`src/rtl/mem_arbiter_if.sv`:
```
// Bundle of fetch-port, data-port and memory-port signals around mem_arbiter.
// slave = the arbiter; master = the requesting stages plus the memory.
interface mem_arbiter_if #(
    parameter int ADDR_W = 16,
    parameter int DATA_W = 16
);
    logic              if_req;
    logic [ADDR_W-1:0] if_addr;
    logic              if_ready;
    logic [DATA_W-1:0] if_rdata;
    logic              if_stall;

    logic              dm_req;
    logic              dm_wr;
    logic [ADDR_W-1:0] dm_addr;
    logic [DATA_W-1:0] dm_wdata;
    logic              dm_ready;
    logic [DATA_W-1:0] dm_rdata;
    logic              dm_stall;

    logic [ADDR_W-1:0] mem_addr;
    logic [DATA_W-1:0] mem_wdata;
    logic              mem_rd;
    logic              mem_wr;
    logic              mem_busy;
    logic              mem_done;
    logic [DATA_W-1:0] mem_rdata;

    logic              err;

    modport slave (
        input  if_req, if_addr, dm_req, dm_wr, dm_addr, dm_wdata,
        input  mem_busy, mem_done, mem_rdata,
        output if_ready, if_rdata, if_stall, dm_ready, dm_rdata, dm_stall,
        output mem_addr, mem_wdata, mem_rd, mem_wr, err
    );

    modport master (
        output if_req, if_addr, dm_req, dm_wr, dm_addr, dm_wdata,
        output mem_busy, mem_done, mem_rdata,
        input  if_ready, if_rdata, if_stall, dm_ready, dm_rdata, dm_stall,
        input  mem_addr, mem_wdata, mem_rd, mem_wr, err
    );
endinterface

```
`src/rtl/mem_arbiter.sv`:
```
// Shares one single-port multi-cycle memory between fetch (IF) and data (DM).
// DM has priority, but after STARVE_MAX DM grants with fetch waiting, IF wins.
module mem_arbiter #(
    parameter int ADDR_W     = 16,
    parameter int DATA_W     = 16,
    parameter int STARVE_MAX = 4
) (
    input  logic         clk,
    input  logic         rst,
    mem_arbiter_if.slave bus
);
    localparam int STREAK_W = $clog2(STARVE_MAX + 1);

    localparam logic [2:0] S_IDLE     = 3'd0;
    localparam logic [2:0] S_ISSUE_IF = 3'd1;
    localparam logic [2:0] S_ISSUE_DM = 3'd2;
    localparam logic [2:0] S_WAIT_IF  = 3'd3;
    localparam logic [2:0] S_WAIT_DM  = 3'd4;
    localparam logic [2:0] S_RESP     = 3'd5;

    logic [2:0]          state_reg, state_next;
    logic                owner_dm_reg;
    logic                wr_reg;
    logic [ADDR_W-1:0]   addr_reg;
    logic [DATA_W-1:0]   wdata_reg;
    logic [DATA_W-1:0]   if_rdata_reg;
    logic [DATA_W-1:0]   dm_rdata_reg;
    logic [STREAK_W-1:0] streak_reg;
    logic                err_reg;

    logic starved;
    logic if_wins;
    logic grant;
    logic in_wait;

    assign starved = (streak_reg == STREAK_W'(STARVE_MAX));
    assign if_wins = bus.if_req && (!bus.dm_req || starved);
    assign grant   = (state_reg == S_IDLE) && (bus.if_req || bus.dm_req);
    assign in_wait = (state_reg == S_WAIT_IF) || (state_reg == S_WAIT_DM);

    always_comb begin
        state_next = state_reg;
        case (state_reg)
            S_IDLE:     if (bus.if_req || bus.dm_req)
                            state_next = if_wins ? S_ISSUE_IF : S_ISSUE_DM;
            S_ISSUE_IF: if (!bus.mem_busy) state_next = S_WAIT_IF;
            S_ISSUE_DM: if (!bus.mem_busy) state_next = S_WAIT_DM;
            S_WAIT_IF:  if (bus.mem_done)  state_next = S_RESP;
            S_WAIT_DM:  if (bus.mem_done)  state_next = S_RESP;
            S_RESP:     state_next = S_IDLE;
            default:    state_next = S_IDLE;
        endcase
    end

    always_ff @(posedge clk or posedge rst) begin
        if (rst) begin
            state_reg    <= S_IDLE;
            owner_dm_reg <= 1'b0;
            wr_reg       <= 1'b0;
            addr_reg     <= '0;
            wdata_reg    <= '0;
            if_rdata_reg <= '0;
            dm_rdata_reg <= '0;
            streak_reg   <= '0;
            err_reg      <= 1'b0;
        end else begin
            state_reg <= state_next;
            if (grant) begin
                owner_dm_reg <= !if_wins;
                if (if_wins) begin
                    addr_reg   <= bus.if_addr;
                    wr_reg     <= 1'b0;
                    streak_reg <= '0;
                end else begin
                    addr_reg  <= bus.dm_addr;
                    wdata_reg <= bus.dm_wdata;
                    wr_reg    <= bus.dm_wr;
                    // The streak only measures DM grants that made fetch wait.
                    if (!bus.if_req)
                        streak_reg <= '0;
                    else if (!starved)
                        streak_reg <= streak_reg + STREAK_W'(1);
                end
            end
            if (bus.mem_done && state_reg == S_WAIT_IF)
                if_rdata_reg <= bus.mem_rdata;
            if (bus.mem_done && state_reg == S_WAIT_DM && !wr_reg)
                dm_rdata_reg <= bus.mem_rdata;
            if (bus.mem_done && !in_wait)
                err_reg <= 1'b1;
        end
    end

    assign bus.mem_rd    = (state_reg == S_ISSUE_IF) || ((state_reg == S_ISSUE_DM) && !wr_reg);
    assign bus.mem_wr    = (state_reg == S_ISSUE_DM) && wr_reg;
    assign bus.mem_addr  = addr_reg;
    assign bus.mem_wdata = wdata_reg;
    assign bus.if_ready  = (state_reg == S_RESP) && !owner_dm_reg;
    assign bus.dm_ready  = (state_reg == S_RESP) && owner_dm_reg;
    assign bus.if_rdata  = if_rdata_reg;
    assign bus.dm_rdata  = dm_rdata_reg;
    assign bus.if_stall  = bus.if_req && !bus.if_ready;
    assign bus.dm_stall  = bus.dm_req && !bus.dm_ready;
    assign bus.err       = err_reg;
endmodule

```
`src/flat_wrapper.sv`:
```
// flat-port wrapper written by rule: the top's interface ports become plain ports
module mem_arbiter_flat 
#(
    parameter int ADDR_W     = 16,
    parameter int DATA_W     = 16,
    parameter int STARVE_MAX = 4
)
  (clk, rst, bus_if_req, bus_if_addr, bus_dm_req, bus_dm_wr, bus_dm_addr, bus_dm_wdata, bus_mem_busy, bus_mem_done, bus_mem_rdata, bus_if_ready, bus_if_rdata, bus_if_stall, bus_dm_ready, bus_dm_rdata, bus_dm_stall, bus_mem_addr, bus_mem_wdata, bus_mem_rd, bus_mem_wr, bus_err);
  mem_arbiter_if #(.ADDR_W(ADDR_W), .DATA_W(DATA_W)) bus_i ();
  input  logic clk;
  input  logic rst;
  input wire logic [$bits(bus_i.if_req)-1:0] bus_if_req;
  input wire logic [$bits(bus_i.if_addr)-1:0] bus_if_addr;
  input wire logic [$bits(bus_i.dm_req)-1:0] bus_dm_req;
  input wire logic [$bits(bus_i.dm_wr)-1:0] bus_dm_wr;
  input wire logic [$bits(bus_i.dm_addr)-1:0] bus_dm_addr;
  input wire logic [$bits(bus_i.dm_wdata)-1:0] bus_dm_wdata;
  input wire logic [$bits(bus_i.mem_busy)-1:0] bus_mem_busy;
  input wire logic [$bits(bus_i.mem_done)-1:0] bus_mem_done;
  input wire logic [$bits(bus_i.mem_rdata)-1:0] bus_mem_rdata;
  output wire logic [$bits(bus_i.if_ready)-1:0] bus_if_ready;
  output wire logic [$bits(bus_i.if_rdata)-1:0] bus_if_rdata;
  output wire logic [$bits(bus_i.if_stall)-1:0] bus_if_stall;
  output wire logic [$bits(bus_i.dm_ready)-1:0] bus_dm_ready;
  output wire logic [$bits(bus_i.dm_rdata)-1:0] bus_dm_rdata;
  output wire logic [$bits(bus_i.dm_stall)-1:0] bus_dm_stall;
  output wire logic [$bits(bus_i.mem_addr)-1:0] bus_mem_addr;
  output wire logic [$bits(bus_i.mem_wdata)-1:0] bus_mem_wdata;
  output wire logic [$bits(bus_i.mem_rd)-1:0] bus_mem_rd;
  output wire logic [$bits(bus_i.mem_wr)-1:0] bus_mem_wr;
  output wire logic [$bits(bus_i.err)-1:0] bus_err;
  assign bus_i.if_req = bus_if_req;
  assign bus_i.if_addr = bus_if_addr;
  assign bus_i.dm_req = bus_dm_req;
  assign bus_i.dm_wr = bus_dm_wr;
  assign bus_i.dm_addr = bus_dm_addr;
  assign bus_i.dm_wdata = bus_dm_wdata;
  assign bus_i.mem_busy = bus_mem_busy;
  assign bus_i.mem_done = bus_mem_done;
  assign bus_i.mem_rdata = bus_mem_rdata;
  assign bus_if_ready = bus_i.if_ready;
  assign bus_if_rdata = bus_i.if_rdata;
  assign bus_if_stall = bus_i.if_stall;
  assign bus_dm_ready = bus_i.dm_ready;
  assign bus_dm_rdata = bus_i.dm_rdata;
  assign bus_dm_stall = bus_i.dm_stall;
  assign bus_mem_addr = bus_i.mem_addr;
  assign bus_mem_wdata = bus_i.mem_wdata;
  assign bus_mem_rd = bus_i.mem_rd;
  assign bus_mem_wr = bus_i.mem_wr;
  assign bus_err = bus_i.err;
  mem_arbiter #(.ADDR_W(ADDR_W), .DATA_W(DATA_W), .STARVE_MAX(STARVE_MAX)) u_core (.clk(clk), .rst(rst), .bus(bus_i));
endmodule
```
`config.mk`:
```
export PLATFORM = sky130hd
export DESIGN_NAME = mem_arbiter_flat
export DESIGN_NICKNAME = d
export VERILOG_FILES = /design/src/rtl/mem_arbiter_if.sv /design/src/rtl/mem_arbiter.sv /design/src/flat_wrapper.sv
export SDC_FILE = /design/constraint.sdc
export NUM_CORES = 1
export LEC_CHECK = 0
export ABC_AREA = 1
export CORE_MARGIN = 5
export CORE_UTILIZATION = 44
export DETAILED_ROUTE_END_ITERATION = 16
export PLACE_DENSITY = 0.91
export REMOVE_ABC_BUFFERS = 1
export SKIP_CTS_REPAIR_TIMING = 1
export SLEW_MARGIN = 5
export SYNTH_ARGS = -nofsm -noshare
export SYNTH_HDL_FRONTEND = slang
export SYNTH_SLANG_ARGS = --single-unit
```
`constraint.sdc`:
```
create_clock -name clk -period 7.4 [get_ports clk]
set_clock_uncertainty 0.2 [all_clocks]
set_input_delay 1.48 -clock clk [delete_from_list [all_inputs] [get_ports clk]]
set_output_delay 1.48 -clock clk [all_outputs]
set_load 0.02 [all_outputs]
```
=== Yosys cells after proc, flatten, opt, wreduce, memory -nomap -nowiden ===
Cells that the tools add are included.
Widths: inputs -> output; s select.

* Logic and storage cells: 61
* Bits in registers: 73

* Add/sub/neg operators: 1
* Reduce and logical (&&, ||, !) cells: 28
* Multiplexer cells: 11
* Bitwise gates (word level): 1
* Eq/ne operators: 11

{| class="wikitable"
|+ Operators by type and width
! cell !! count
|-
| $mux 3 || 7
|-
| $mux 16 || 1
|-
| $logic_and 1x1->1 || 12
|-
| $pmux 3 s4 || 1
|-
| $eq 3x3->1 const B || 3
|-
| $logic_not 1->1 || 7
|-
| $eq 3x2->1 const B || 2
|-
| $ne 2x2->1 const B || 3
|-
| $logic_or 1x1->1 || 4
|-
| $reduce_and 2->1 || 2
|-
| $reduce_and 4->1 || 1
|-
| $add 3x1->3 const B || 1
|-
| $eq 3x1->1 const B || 1
|-
| $logic_not 3->1 || 1
|-
| $ne 3x3->1 const B || 1
|-
| $mux 2 || 1
|-
| $ne 2x1->1 const B || 1
|-
| $reduce_or 2->1 || 1
|-
| $mux 1 || 1
|-
| $not 1->1 || 1
|}

=== Logic depth before layout (Yosys ltp) ===
* Depth after elaboration: 6
* Mapped depth: 9

=== Worst setup path after synthesis ===
OpenSTA, ideal clock, no wires.

* Path type: input to output
* Start: input bus_if_req
* End: output bus_if_stall
* Setup slack: 3.926 ns
* Arrival: 1.794 ns
* Stages on the path: 2
* Path through: inv_1 > nor2_1

* Cells in the longest elaborated chain, start to end: 1

{| class="wikitable"
|+ RTL lines
! element !! RTL line !! source
|-
| start, declared || flat_wrapper.sv:12 || <nowiki>input wire logic [$bits(bus_i.if_req)-1:0] bus_if_req;</nowiki>
|-
| $logic_and 1x1->1 || mem_arbiter.sv:102 || <nowiki>assign bus.if_stall = bus.if_req && !bus.if_ready;</nowiki>
|-
| end, declared || flat_wrapper.sv:23 || <nowiki>output wire logic [$bits(bus_i.if_stall)-1:0] bus_if_stall;</nowiki>
|}

No other way between the ends.

=== Final worst setup path ===
Same ends and word-level chain as after synthesis.

==> results.yml <==
critical_path:
  reg2reg_depth: 3
  crit_path_start_kind: "input pin"
  crit_required_ns: 5.72
  arrival_ns: 2.80
  critPathMaxFanout: 5
  path_class: "in -> out"
  end_kind: "output pin"
  r2r_slack_ns: 4.83
  r2r_end: "u_core.bus.dm_rdata[15]$_DFFE_PP0P_"
  r2r_start: "u_core.state_reg[0]$_DFFE_PP0P_"
floorplanning:
  core.rowCount: 30
  die_h_um: 93.6
  ios: 142
  initial_utilization_pct: 45.2
  coreArea_um2: 6790
  dieArea_um2: 8750
  die_width_um: 93.6
global_route:
  grtUsageTotal_pct: 19.7
  grt_start_max_net_pins: 74
  grt_first_pass_wirelength_um: 13400
  grt_pass1_vias: 2813
  antenna_found_initial: 0
  grt_remaining_overflow: 0
hold_path:
  min_path_type: "reg -> reg"
  min_to: "u_core.bus.mem_wdata[8]$_DFFE_PP0P_"
  hold_start: "u_core.bus.mem_wdata[8]$_DFFE_PP0P_"
  hold_depth: 2
sta:
  period_share_pct: 60.5
  hold_viol: 0
  max_freq_mhz: 223
  slew_viol_final: 0
  worst_pin_slew_ns: 1.16
  slew_headroom_pct: 22.6
  rsz0062_at_grt: "false"
  setup_tns_ns: 0
  fin_crit_ns: 4.48
  setup_viol: 0
clocking:
  cts_sinks: 73
  root_buffer: "clkbuf_8"
  path_clk_slew_ns: 0.08
  cts_tree: "built"
  clock_latency_ns: 0.34
  h-tree-depth: 3
  cts_made_buffers: 9
  cts_buffer_depth: 2
finish:
  drive_gt1_share_pct: 4.65
  nets: 563
  final_area_um2: 4830
  antenna_cells: 0
  area_delta_synth_final_pct: 57.4
route:
  viasPerCell: 4.92
  dr_total_vias: 2908
  drc_errors: 0
  dr.pass1.iters: 4
  wl_um: 8420
  ant_nets: 0
  wl_per_cell_um: 14.3
  first_iter_violations: 110
placed_design:
  gp_congestion: 0.841
  hpwl_um: 6220
  place_area_um2: 4540
  io_buffers: 141
synthesis:
  ys_seq_area_share_pct: 59.5
  ys_ff_latch: 73
  synth_area_um2: 3070
  syn_inst: 353
  synth.avg_cell_area_um2: 8.70
  synth_cell_types: 20
  synth-warning-count: 0
flow_run:
  drv_cap: 0
pwr:
  vdd_drop_max_mv: 0.205
  p_leak_nw: 2.25
  cellPowerDensity_nw_per_um2: 440
status:
  status: "completed"
[worst max-delay path, cell delays in order]
cell and delay (ns):
clkdlybuf4s50_1 0.56, inv_1 0.06, nor2_1 0.10, clkdlybuf4s50_1 0.61
[kinds of logic (layout without fill, tap and decap cells)]
family	Yosys count	after routing	share of synthesized area (%)
simple gates	156	156	20.9
compound gates	74	74	12.2
flops	73	73	59.5
buf+inv	47	189	6.31
fa+ha+maj	2	2	0.815
xor+xnor	1	1	0.285
[metal layers]
layer  track usage [%]  share of wire, %  up-vias
li1                  -                 -     1411
met1              23.9                42     1347
met2              32.0                46      144
met3              8.13                12        6
met4              6.14              0.55        0
met5                 0                 0        -
[worst max path at each step]
stage	cells after the start	slack [ns]	endpoint	from
after global placement	4	2.93	bus_if_stall	bus_if_req
after detailed placement	4	2.92	bus_if_stall	bus_if_req
after CTS	4	2.92	bus_if_stall	bus_if_req
final	4	2.92	bus_if_stall	bus_if_req
after global routing	4	2.86	bus_if_stall	bus_if_req
after floorplan	1	3.87	u_core.bus.dm_rdata[0]$_DFFE_PP0P_	rst
[metrics by stage]
step / power (mW) / setup slack, ns / hold slack (ns) / cells / utilization [%]
global placement: 1.66 / 2.93 / 0.253 / 575 / 66.9
floorplan: 1.20 / 3.87 / 0.287 / 336 / -
CTS: 2.15 / 2.92 / 0.277 / 591 / 71.1
finish: 2.13 / 2.92 / 0.273 / 591 / 71.1
global route: 2.27 / 2.86 / 0.303 / 591 / 71.1
detailed placement: 1.70 / 2.92 / 0.258 / 575 / 66.9
[synth_stat cells]
cell type	n	share of area (%)
nand2_1	100	12
dfrtp_1	73	59
o21ai_0	51	8.3
inv_1	29	3.5
nand3_1	25	4.1
nor2_1	24	2.9
o21ai_1	20	3.3
clkbuf_1	9	1.1
buf_2	5	0.81
nand4_1	4	0.81
buf_4	3	0.73
ha_1	2	0.81
a21oi_1	1	0.16
inv_2	1	0.12
nand2_2	1	0.20
nand2_4	1	0.37
nor3_2	1	0.33
o21bai_1	1	0.24
o22ai_1	1	0.20
xnor2_1	1	0.29
[cell type report]
cell class | count | area [µm²]
sequential | 73 | 1830
timing repair buffer | 143 | 1430
inverter | 30 | 113
tap | 96 | 120
fill | 503 | 1960
clock inverter | 7 | 166
multi-input combinational | 233 | 1060
clock buffer | 9 | 124
[layout by cell type (no fill, tap or decap)]
cell             instances
nand3_1                 25
bufinv_16                5
clkdlybuf4s50_1        141
nor3_4                   1
nand2_1                100
o21bai_1                 1
nand4_1                  4
buf_4                    2
dfrtp_1                 73
xnor2_1                  1
inv_2                    2
ha_1                     2
nand2_4                  1
o22ai_1                  1
nor2_1                  24
inv_1                   28
a21oi_1                  1
nand2_2                  1
o21ai_1                 20
clkinv_4                 1
clkbuf_8                 9
clkinvlp_4               1
o21ai_0                 51
[power by group]
part           switching (mW)  internal [mW]  leakage (nW)
registers               0.113          0.583         0.908
clock network           0.148          0.293         0.140
logic                   0.550          0.441          1.21
total                   0.811           1.32          2.25
Power figures use the tool's default switching activity.
